==> src/rtl/alu_exec_pkg.sv <==
// Shared constants for alu_exec_stage: ALU opcodes, instruction field layout and FSM encoding.
package alu_exec_pkg;

    localparam int unsigned INSTR_W = 16;
    localparam int unsigned FIELD_W = 4;
    localparam int unsigned OPC_W   = 8;
    localparam int unsigned IMM_W   = 8;
    localparam int unsigned PSR_W   = 5;

    // Instruction word: [15:12] op, [11:8] Rdest, [7:4] ext, [3:0] Rsrc
    localparam int unsigned OP_LSB  = 12;
    localparam int unsigned RD_LSB  = 8;
    localparam int unsigned EXT_LSB = 4;
    localparam int unsigned RS_LSB  = 0;

    // Register-form opcodes are {4'h0, ext}; immediate forms are {op, 4'h0}
    localparam logic [OPC_W-1:0] OPC_AND = 8'h01;
    localparam logic [OPC_W-1:0] OPC_OR  = 8'h02;
    localparam logic [OPC_W-1:0] OPC_XOR = 8'h03;
    localparam logic [OPC_W-1:0] OPC_ADD = 8'h05;
    localparam logic [OPC_W-1:0] OPC_SUB = 8'h09;
    localparam logic [OPC_W-1:0] OPC_CMP = 8'h0B;

    localparam logic [FIELD_W-1:0] OPC_ANDI_OP = 4'h1;
    localparam logic [FIELD_W-1:0] OPC_ORI_OP  = 4'h2;
    localparam logic [FIELD_W-1:0] OPC_XORI_OP = 4'h3;
    localparam logic [FIELD_W-1:0] OPC_ADDI_OP = 4'h5;
    localparam logic [FIELD_W-1:0] OPC_SUBI_OP = 4'h9;
    localparam logic [FIELD_W-1:0] OPC_CMPI_OP = 4'hB;

    typedef enum logic [1:0] {
        StIdle = 2'd0,
        StOper = 2'd1,
        StExec = 2'd2,
        StWb   = 2'd3
    } state_e;

    function automatic logic is_compare(input logic [FIELD_W-1:0] op,
                                        input logic [OPC_W-1:0]   opcode);
        return (op == '0) ? (opcode == OPC_CMP) : (op == OPC_CMPI_OP);
    endfunction

endpackage

==> src/rtl/alu_regfile.sv <==
// Register file: two combinational operand reads, one debug read, one synchronous write,
// asynchronous clear. ALU_EXEC_R0_ZERO_EN makes R0 read as zero and drops writes to it.
module alu_regfile #(
    parameter int unsigned NREGS = 16,
    parameter int unsigned WIDTH = 16,
    parameter int unsigned IDX_W = 4
) (
    input  logic             clk,
    input  logic             reset_n,
    input  logic [IDX_W-1:0] rd_addr_a,
    output logic [WIDTH-1:0] rd_data_a,
    input  logic [IDX_W-1:0] rd_addr_b,
    output logic [WIDTH-1:0] rd_data_b,
    input  logic [IDX_W-1:0] dbg_addr,
    output logic [WIDTH-1:0] dbg_data,
    input  logic             wr_en,
    input  logic [IDX_W-1:0] wr_addr,
    input  logic [WIDTH-1:0] wr_data
);

    logic [NREGS-1:0][WIDTH-1:0] regs;
    logic                        wr_ok;

    function automatic logic [WIDTH-1:0] read_reg(input logic [IDX_W-1:0] addr);
`ifdef ALU_EXEC_R0_ZERO_EN
        return (addr == '0) ? '0 : regs[addr];
`else
        return regs[addr];
`endif
    endfunction

`ifdef ALU_EXEC_R0_ZERO_EN
    assign wr_ok = wr_en && (wr_addr != '0);
`else
    assign wr_ok = wr_en;
`endif

    assign rd_data_a = read_reg(rd_addr_a);
    assign rd_data_b = read_reg(rd_addr_b);
    assign dbg_data  = read_reg(dbg_addr);

    always_ff @(posedge clk or negedge reset_n) begin
        if (!reset_n) begin
            regs <= '0;
        end else if (wr_ok) begin
            regs[wr_addr] <= wr_data;
        end
    end

endmodule

==> src/rtl/alu_exec_stage.sv <==
// Four-state execute stage driving an external ALU: IDLE -> OPER -> EXEC -> WB.
// Optional ALU_EXEC_R0_ZERO_EN (in alu_regfile) hard-wires R0 to zero.
module alu_exec_stage
    import alu_exec_pkg::*;
#(
    parameter int unsigned NREGS    = 16,
    parameter int unsigned RESULT_W = 16
) (
    input  logic                clk,
    input  logic                reset_n,
    input  logic [INSTR_W-1:0]  in_instr,
    input  logic                in_valid,
    output logic                in_ready,
    output logic [RESULT_W-1:0] alu_A,
    output logic [RESULT_W-1:0] alu_B,
    output logic [OPC_W-1:0]    alu_Opcode,
    input  logic [RESULT_W-1:0] alu_C,
    input  logic                alu_Carry,
    input  logic                alu_Flag,
    input  logic                alu_Low,
    input  logic                alu_Negative,
    input  logic                alu_Zero,
    output logic [PSR_W-1:0]    psr,
    output logic                done,
    input  logic [FIELD_W-1:0]  dbg_addr,
    output logic [RESULT_W-1:0] dbg_data
);

    localparam int unsigned IDX_W = (NREGS > 1) ? $clog2(NREGS) : 1;

    state_e              state_q;
    logic [RESULT_W-1:0] opa_q, opb_q, res_c_q;
    logic [OPC_W-1:0]    opc_q;
    logic [IDX_W-1:0]    dest_q;
    logic                cmp_q;
    logic [PSR_W-1:0]    res_flags_q;

    logic [FIELD_W-1:0]  dec_op, dec_ext;
    logic [IDX_W-1:0]    dec_rd, dec_rs;
    logic [RESULT_W-1:0] rdata_a, rdata_b, imm_ext, dec_b;
    logic [OPC_W-1:0]    dec_opc;
    logic                reg_form, dec_cmp, wr_en;

    assign dec_op   = in_instr[OP_LSB +: FIELD_W];
    assign dec_ext  = in_instr[EXT_LSB +: FIELD_W];
    assign dec_rd   = in_instr[RD_LSB +: IDX_W];
    assign dec_rs   = in_instr[RS_LSB +: IDX_W];
    assign imm_ext  = {{(RESULT_W - IMM_W){in_instr[IMM_W-1]}}, in_instr[IMM_W-1:0]};
    assign reg_form = (dec_op == '0);
    assign dec_opc  = reg_form ? {dec_op, dec_ext} : {dec_op, {FIELD_W{1'b0}}};
    assign dec_b    = reg_form ? rdata_b : imm_ext;
    assign dec_cmp  = is_compare(dec_op, dec_opc);

    assign in_ready = (state_q == StIdle);
    // Compares only touch psr; the result register is never written back
    assign wr_en    = (state_q == StWb) && !cmp_q;

    alu_regfile #(
        .NREGS (NREGS),
        .WIDTH (RESULT_W),
        .IDX_W (IDX_W)
    ) u_regfile (
        .clk       (clk),
        .reset_n   (reset_n),
        .rd_addr_a (dec_rd),
        .rd_data_a (rdata_a),
        .rd_addr_b (dec_rs),
        .rd_data_b (rdata_b),
        .dbg_addr  (dbg_addr[IDX_W-1:0]),
        .dbg_data  (dbg_data),
        .wr_en     (wr_en),
        .wr_addr   (dest_q),
        .wr_data   (res_c_q)
    );

    always_ff @(posedge clk or negedge reset_n) begin
        if (!reset_n) begin
            state_q     <= StIdle;
            opa_q       <= '0;
            opb_q       <= '0;
            opc_q       <= '0;
            dest_q      <= '0;
            cmp_q       <= 1'b0;
            res_c_q     <= '0;
            res_flags_q <= '0;
            alu_A       <= '0;
            alu_B       <= '0;
            alu_Opcode  <= '0;
            psr         <= '0;
            done        <= 1'b0;
        end else begin
            done <= 1'b0;
            unique case (state_q)
                StIdle: begin
                    if (in_valid) begin
                        opa_q   <= rdata_a;
                        opb_q   <= dec_b;
                        opc_q   <= dec_opc;
                        dest_q  <= dec_rd;
                        cmp_q   <= dec_cmp;
                        state_q <= StOper;
                    end
                end
                StOper: begin
                    alu_A      <= opa_q;
                    alu_B      <= opb_q;
                    alu_Opcode <= opc_q;
                    state_q    <= StExec;
                end
                StExec: begin
                    res_c_q     <= alu_C;
                    res_flags_q <= {alu_Carry, alu_Flag, alu_Low, alu_Negative, alu_Zero};
                    state_q     <= StWb;
                end
                StWb: begin
                    psr     <= res_flags_q;
                    done    <= 1'b1;
                    state_q <= StIdle;
                end
                default: state_q <= StIdle;
            endcase
        end
    end

endmodule
==> config.mk <==
export PLATFORM = sky130hd
export DESIGN_NAME = alu_exec_stage
export DESIGN_NICKNAME = d
export VERILOG_FILES = /design/src/rtl/alu_exec_pkg.sv /design/src/rtl/alu_regfile.sv /design/src/rtl/alu_exec_stage.sv
export SDC_FILE = /design/constraint.sdc
export NUM_CORES = 1
export LEC_CHECK = 0
export CAP_MARGIN = 20
export CORE_ASPECT_RATIO = 0.9
export CORE_MARGIN = 2
export CORE_UTILIZATION = 50
export CTS_BUF_LIST = sky130_fd_sc_hd__clkbuf_8
export DETAILED_ROUTE_END_ITERATION = 8
export PLACE_DENSITY = 0.68
export SLEW_MARGIN = 10
export SYNTH_ARGS = -nofsm -noshare
export SYNTH_HDL_FRONTEND = slang
export SYNTH_HIERARCHICAL = 1
export SYNTH_SLANG_ARGS = --single-unit
==> constraint.sdc <==
create_clock -name clk -period 2.6 [get_ports clk]
set_clock_uncertainty 0.15 [all_clocks]
set_input_delay 0.52 -clock clk [delete_from_list [all_inputs] [get_ports clk]]
set_output_delay 0.52 -clock clk [all_outputs]
set_load 0.03 [all_outputs]
==> results of run 1 <==
-- logic make-up (layout without fill, tap and decap cells) --
group	count (synthesis)	after routing	synth area share, %
AO/OA/AOI/OAI	105	105	3.91
adder cells (fa/ha/maj)	5	5	0.317
buffers and inverters	121	377	2.92
flip-flops	370	370	46.9
multiplexers	522	522	40.9
AND/OR/NAND/NOR	214	214	5.09
-- cells in the mapped netlist (2+ instances only) --
| library cell | instances |
|---|---|
| buf_2 | 43 |
| nand2_1 | 148 |
| buf_4 | 4 |
| nand3_1 | 25 |
| o21ai_1 | 7 |
| nor3_2 | 6 |
| nand3b_1 | 2 |
| and2_1 | 4 |
| mux2_4 | 10 |
| nor2_2 | 4 |
| nor4_4 | 2 |
| buf_6 | 5 |
| nor2_1 | 5 |
| inv_1 | 2 |
| mux4_2 | 192 |
| ha_1 | 5 |
| nand2b_4 | 2 |
| mux2i_1 | 7 |
| nor2b_1 | 8 |
| or3_1 | 2 |
| clkbuf_1 | 57 |
| dfrtp_1 | 370 |
| buf_1 | 9 |
| a22oi_1 | 96 |
| mux2_2 | 313 |
-- per-stage QoR --
step	utilization, %	area (µm²)	power, mW	hold WS [ns]
finish	62.0	24300	26.1	0.231
global route	62.0	24300	27.4	0.235
CTS	61.8	24200	25.9	0.205
detailed placement	56.6	22200	19.6	0.288
global placement	56.6	22200	19.3	0.289
floorplan	-	19800	16.2	0.0744
-- cell type report --
class / instances / area share [%]
inverters: 2 / 0.0309
clock inverters: 37 / 0.926
well taps: 532 / 2.74
repair buffers: 254 / 11.7
flip-flops and latches: 370 / 38.1
clock buffers: 84 / 4.76
multi-input cells: 846 / 41.8
-- registers in the layout, summed over array words and instances, names as in the netlist --
name	cells
alu_Opcode	8
state_q	2
res_flags_q	5
res_c_q	16
cmp_q	1
opc_q	8
opb_q	16
u_regfile/regs	256
alu_B	16
opa_q	16
done	1
alu_A	16
dest_q	4
psr	5
-- path summary, 6_finish.rpt --
check                                     end  depth (start not counted)          startpoint  slack, ns
setup / recovery                 dbg_data[15]                          4  u_regfile/regs[47]      -0.10
max in group asynchronous            alu_A[1]                          4             reset_n       1.25
hold / removal             u_regfile/regs[71]                          2             reset_n       0.23
hold reg to reg                      opc_q[3]                          2            opc_q[3]       0.32
min in group clk                    dest_q[1]                          4         in_instr[9]       0.26
setup reg to reg           u_regfile/regs[69]                          6          state_q[1]       0.09
-- routing by layer --
metal  wire length [µm]  part of all wire, %
met5                186                 0.33
met4               1810                  3.2
met3               4960                  8.9
met2              25500                   46
met1              23400                   42
-- where the power goes --
group | switching [mW] | internal (mW) | total (mW)
Clock | 2.48 | 3.12 | 5.60
Combinational | 4.13 | 5.94 | 10.1
Sequential | 2.36 | 8.05 | 10.4
-- what timing repair did --
item / 4_1_cts / 5_1_grt
endpoints found under the hold margin: 46 / 0
gates resized for setup: 53 / 1
endpoints found under the setup margin: 17 / 16
gates cloned: 1 / 0
setup buffers: 57 / 10
hold buffers: 1 / 0
pin swaps: 37 / 11
==> flow_summary.json, run 1 <==
{
  "fin_crit_sh_pct": 104,
  "htreeDepth": 3,
  "area_growth_pct": 23.1,
  "gp_congestion": 0.815,
  "clockBufferDepth": 3,
  "async_flop_share_pct": 100,
  "clkTransAtPathRegs_ns": 0.06,
  "synth_top_area_share_pct": 46.9,
  "crit_buf_inv": 1,
  "worst-endpoint-arrival_ns": 2.03,
  "max_freq_mhz": 370,
  "required_ns": 1.93,
  "first_pass_iters": 5,
  "max_stage_delay_ns": 0.50,
  "hpwl_um": 33400,
  "ir_worst_vdd_uv": 638,
  "pin_count": 107,
  "cts_buffers": 67,
  "die_w_um": 213,
  "die_y_um": 193,
  "p_leak_nw": 10.8,
  "diodes": 0,
  "wl_per_cell_um": 26.3,
  "multi_input_area_um2": 10200,
  "final.setup.tns_ns": -0.556,
  "grt_use_total_pct": 28.2,
  "cts_sinks": 370,
  "ys_types": 34,
  "num_rows": 69,
  "syn_nets": 1386,
  "grt_max_degree": 84,
  "final_common_cell": "dfrtp_1",
  "vias": 13400,
  "dieArea_um2": 41100,
  "status": "finished with violations",
  "regArea_um2": 9260,
  "criticalPathCategory": "reg -> out",
  "drive_gt1_share_pct": 53.5,
  "violations": "setup timing",
  "syn_area_per_cell_um2": 14.8,
  "synth_flop_cell": "dfrtp_1",
  "final-setup-viol-count": 13,
  "cts_tree": "built",
  "slew_viol_final": 0,
  "worst_slew_pin_slew_ns": 0.637,
  "met2_usage_pct": 41.9,
  "endpoint_kind": "output pin",
  "postRouteAntennaNets": 0,
  "max_cap_violations": 0,
  "gr-usage-met1_pct": 38.7,
  "drc": 0,
  "antenna_found_initial": 0,
  "core-area_um2": 39200,
  "dp_slack_ns": -0.211,
  "clkLatencyLatePin_ns": 0.63,
  "ys_ff_latch": 370,
  "nNetsFinal": 1590,
  "path_delay_family": "multiplexers",
  "crit_path_max_fanout": 4,
  "vias_per_cell": 6.29,
  "synthTopCellsByArea": "dfrtp_1 (47%), mux4_2 (22%), mux2_2 (18%)",
  "yosysTopAreaCell": "dfrtp_1",
  "startpoint_type": "register",
  "syn-cell-area_um2": 19700,
  "grt_pass1_vias": 13800,
  "synth_warnings": 6,
  "overflow": 0,
  "relSlewSlack_pct": 57.5,
  "slowest_stage": "mux4_2",
  "drtIter0Drc": 1459,
  "period_minus_slack_ns": 2.70,
  "drt-total-wl_um": 55900,
  "fillCellCount": 3030,
  "use_met3_pct": 8.67,
  "fin_ws_ns": -0.101,
  "min_path_type": "in -> async",
  "synthCells": 1337,
  "grt_pass1_wl_um": 84000,
  "crit_chain": "mux4_2, a22oi_2, nand2_2, buf_12",
  "finalHoldViolations": 0,
  "instances_no_fill": 2125,
  "ys_seq_area_share_pct": 46.9,
  "final_cell_mix": "dfrtp_1 (370), mux2_2 (313), mux4_2 (192)",
  "synth-edff-count": 0,
  "start_util_pct": 50.4,
  "grt.busiest_layer": "met2",
  "cts-root-buf": "clkbuf_8",
  "io_buffer_count": 106,
  "p_per_area_nw_per_um2": 1070,
  "rsz0062_at_grt": "yes",
  "dp_cells": 1935
}
Power figures use the tool's default switching activity.
==> inputs of run 2 (changes only) <==
PLACE_DENSITY = 0.71   (was 0.68)
==> run 2 against run 1 <==
  * The run still ends with setup timing left
  * Fmax shrank 1.6%
  * Cell count grew 0.33%
  * Via count grew 1.3%
  * Worst setup slack lost 0.045 ns
  * Critical path type unchanged
  * Clock-buffer cell count shrank 8
  * Sequential share of layout area shrank 0.18 points
  * Clock power shrank 3%
  * Register-to-register slack gained 0.04 ns
  * Hold slack gained 0.0080 ns
  * Non-clock buffer count grew 18
  * Total power shrank 0.47%
  * Combinational power is essentially flat
==> flow_summary.json, run 2 (synthesized netlist as in run 1, its figures left out) <==
{
  "status": "finished with violations",
  "violations": "setup timing",
  "first_pass_iters": 5,
  "pin_count": 107,
  "vias": 13500,
  "area_growth_pct": 23.7,
  "worstReg2RegEnd": "u_regfile/regs[14]",
  "finalHoldViolations": 0,
  "reg2reg_from": "state_q[1]",
  "startpoint_type": "register",
  "hold_depth": 4,
  "vias_per_cell": 6.35,
  "grt.busiest_layer": "met2",
  "gr-usage-met1_pct": 39.8,
  "num_rows": 69,
  "endpoint_kind": "output pin",
  "hpwl_um": 34500,
  "p_leak_nw": 10.9,
  "min_path_type": "in -> reg",
  "wl_per_cell_um": 26.4,
  "reg2reg_depth": 7,
  "path_delay_family": "multiplexers",
  "start_util_pct": 50.4,
  "cts_tree": "built",
  "drc": 0,
  "antenna_found_initial": 0,
  "criticalPathCategory": "reg -> out",
  "worst_slew_pin_slew_ns": 0.638,
  "cts_buffers": 60,
  "io_buffer_count": 106,
  "post_dp_cell_area_um2": 22400,
  "grt_pass1_wl_um": 85200,
  "worst-endpoint-arrival_ns": 2.08,
  "relSlewSlack_pct": 57.5,
  "die_y_um": 193,
  "gp_congestion": 0.851,
  "required_ns": 1.93,
  "min_from": "in_instr[9]",
  "cp.depth": 4,
  "cts-root-buf": "clkbuf_8",
  "htreeDepth": 2,
  "dp_slack_ns": -0.115,
  "fillCellCount": 2967,
  "min_to": "dest_q[1]",
  "cts_sinks": 370,
  "use_met3_pct": 8.17,
  "met2_usage_pct": 41.0,
  "nNetsFinal": 1601,
  "drive_gt1_share_pct": 54.1,
  "largest_reg_flops": 256,
  "max_stage_delay_ns": 0.47,
  "r2r_slack_ns": 0.13,
  "slowest_stage": "mux4_2",
  "rsz0062_at_grt": "yes",
  "drtIter0Drc": 1337,
  "max_cap_violations": 0,
  "clkTransAtPathRegs_ns": 0.07,
  "final-setup-viol-count": 16,
  "die_w_um": 213,
  "slew_viol_final": 0,
  "p_per_area_nw_per_um2": 1060,
  "fin_area_um2": 24400,
  "ir_worst_vdd_uv": 547,
  "fin_crit_sh_pct": 106,
  "dieArea_um2": 41100,
  "final_cell_mix": "dfrtp_1 (370), mux2_2 (313), mux4_2 (192)",
  "p_total_mw": 26.0,
  "crit_path_max_fanout": 2,
  "regArea_um2": 9260,
  "fin_ws_ns": -0.146,
  "diodes": 0,
  "crit_chain": "mux4_2, a22oi_2, nand2_4, buf_12",
  "crit_buf_inv": 1,
  "clockBufferDepth": 3,
  "max_freq_mhz": 364,
  "core-area_um2": 39200,
  "final_common_cell": "dfrtp_1",
  "grt_pass1_vias": 13800,
  "multi_input_area_um2": 10200,
  "clkLatencyLatePin_ns": 0.70,
  "period_minus_slack_ns": 2.75,
  "drt-total-wl_um": 56200,
  "grt_max_degree": 63,
  "overflow": 0,
  "top_register": "u_regfile/regs",
  "grt_use_total_pct": 28.4,
  "postRouteAntennaNets": 0
}
run 2: worst max-delay path by stage:
stage | slack [ns] | to | start
after global placement | -0.11 | dbg_data[15] | dbg_addr[0]
final | -0.15 | dbg_data[6] | u_regfile/regs[150]
after floorplan | 0.02 | dbg_data[10] | dbg_addr[0]
after global routing | -0.22 | dbg_data[6] | u_regfile/regs[150]
after detailed placement | -0.11 | dbg_data[11] | dbg_addr[2]
after CTS | -0.20 | dbg_data[6] | u_regfile/regs[150]
run 2: power breakdown:
group	leakage [nW]	switching, mW	internal, mW
clock	0.732	2.48	2.94
sequential	4.86	2.37	8.05
combinational	5.28	4.16	5.97
total	10.9	9.01	17.0
run 2: final cells by class:
cell class / instances / area share, %
multi-input cells: 846 / 41.6
flip-flops and latches: 370 / 37.9
repair buffers: 272 / 12.5
clock buffers: 76 / 4.28
well taps: 532 / 2.73
clock inverters: 34 / 0.989
inverters: 2 / 0.0307
run 2: repair_timing:
action,4_1_cts,5_1_grt
endpoints found under the hold margin,53,0
hold buffers,1,0
pin swaps,37,9
gates resized for setup,42,9
endpoints found under the setup margin,17,22
buffers inserted,57,16
run 2: routing by layer:
| metal | routed length, µm | vias up |
|---|---|---|
| li1 | - | 5597 |
| met1 | 23000 | 7061 |
| met2 | 24800 | 709 |
| met3 | 5900 | 167 |
| met4 | 2450 | 0 |
| met5 | 0 | - |
run 2: per-stage QoR:
stage	utilization [%]	setup TNS, ns	std cells	hold slack (ns)
global placement	57.0	-1.21	1948	0.295
global route	62.3	-2.39	2132	0.257
finish	62.3	-1.48	2132	0.239
detailed placement	57.0	-1.28	1948	0.306
CTS	61.9	-2.14	2116	0.194
floorplan	-	0	1337	0.0744
run 2: tightest hold or removal path, stage by stage:
cell and delay (ns):
buf_2 0.13, buf_12 0.19, nand2_1 0.09, nand2_1 0.04
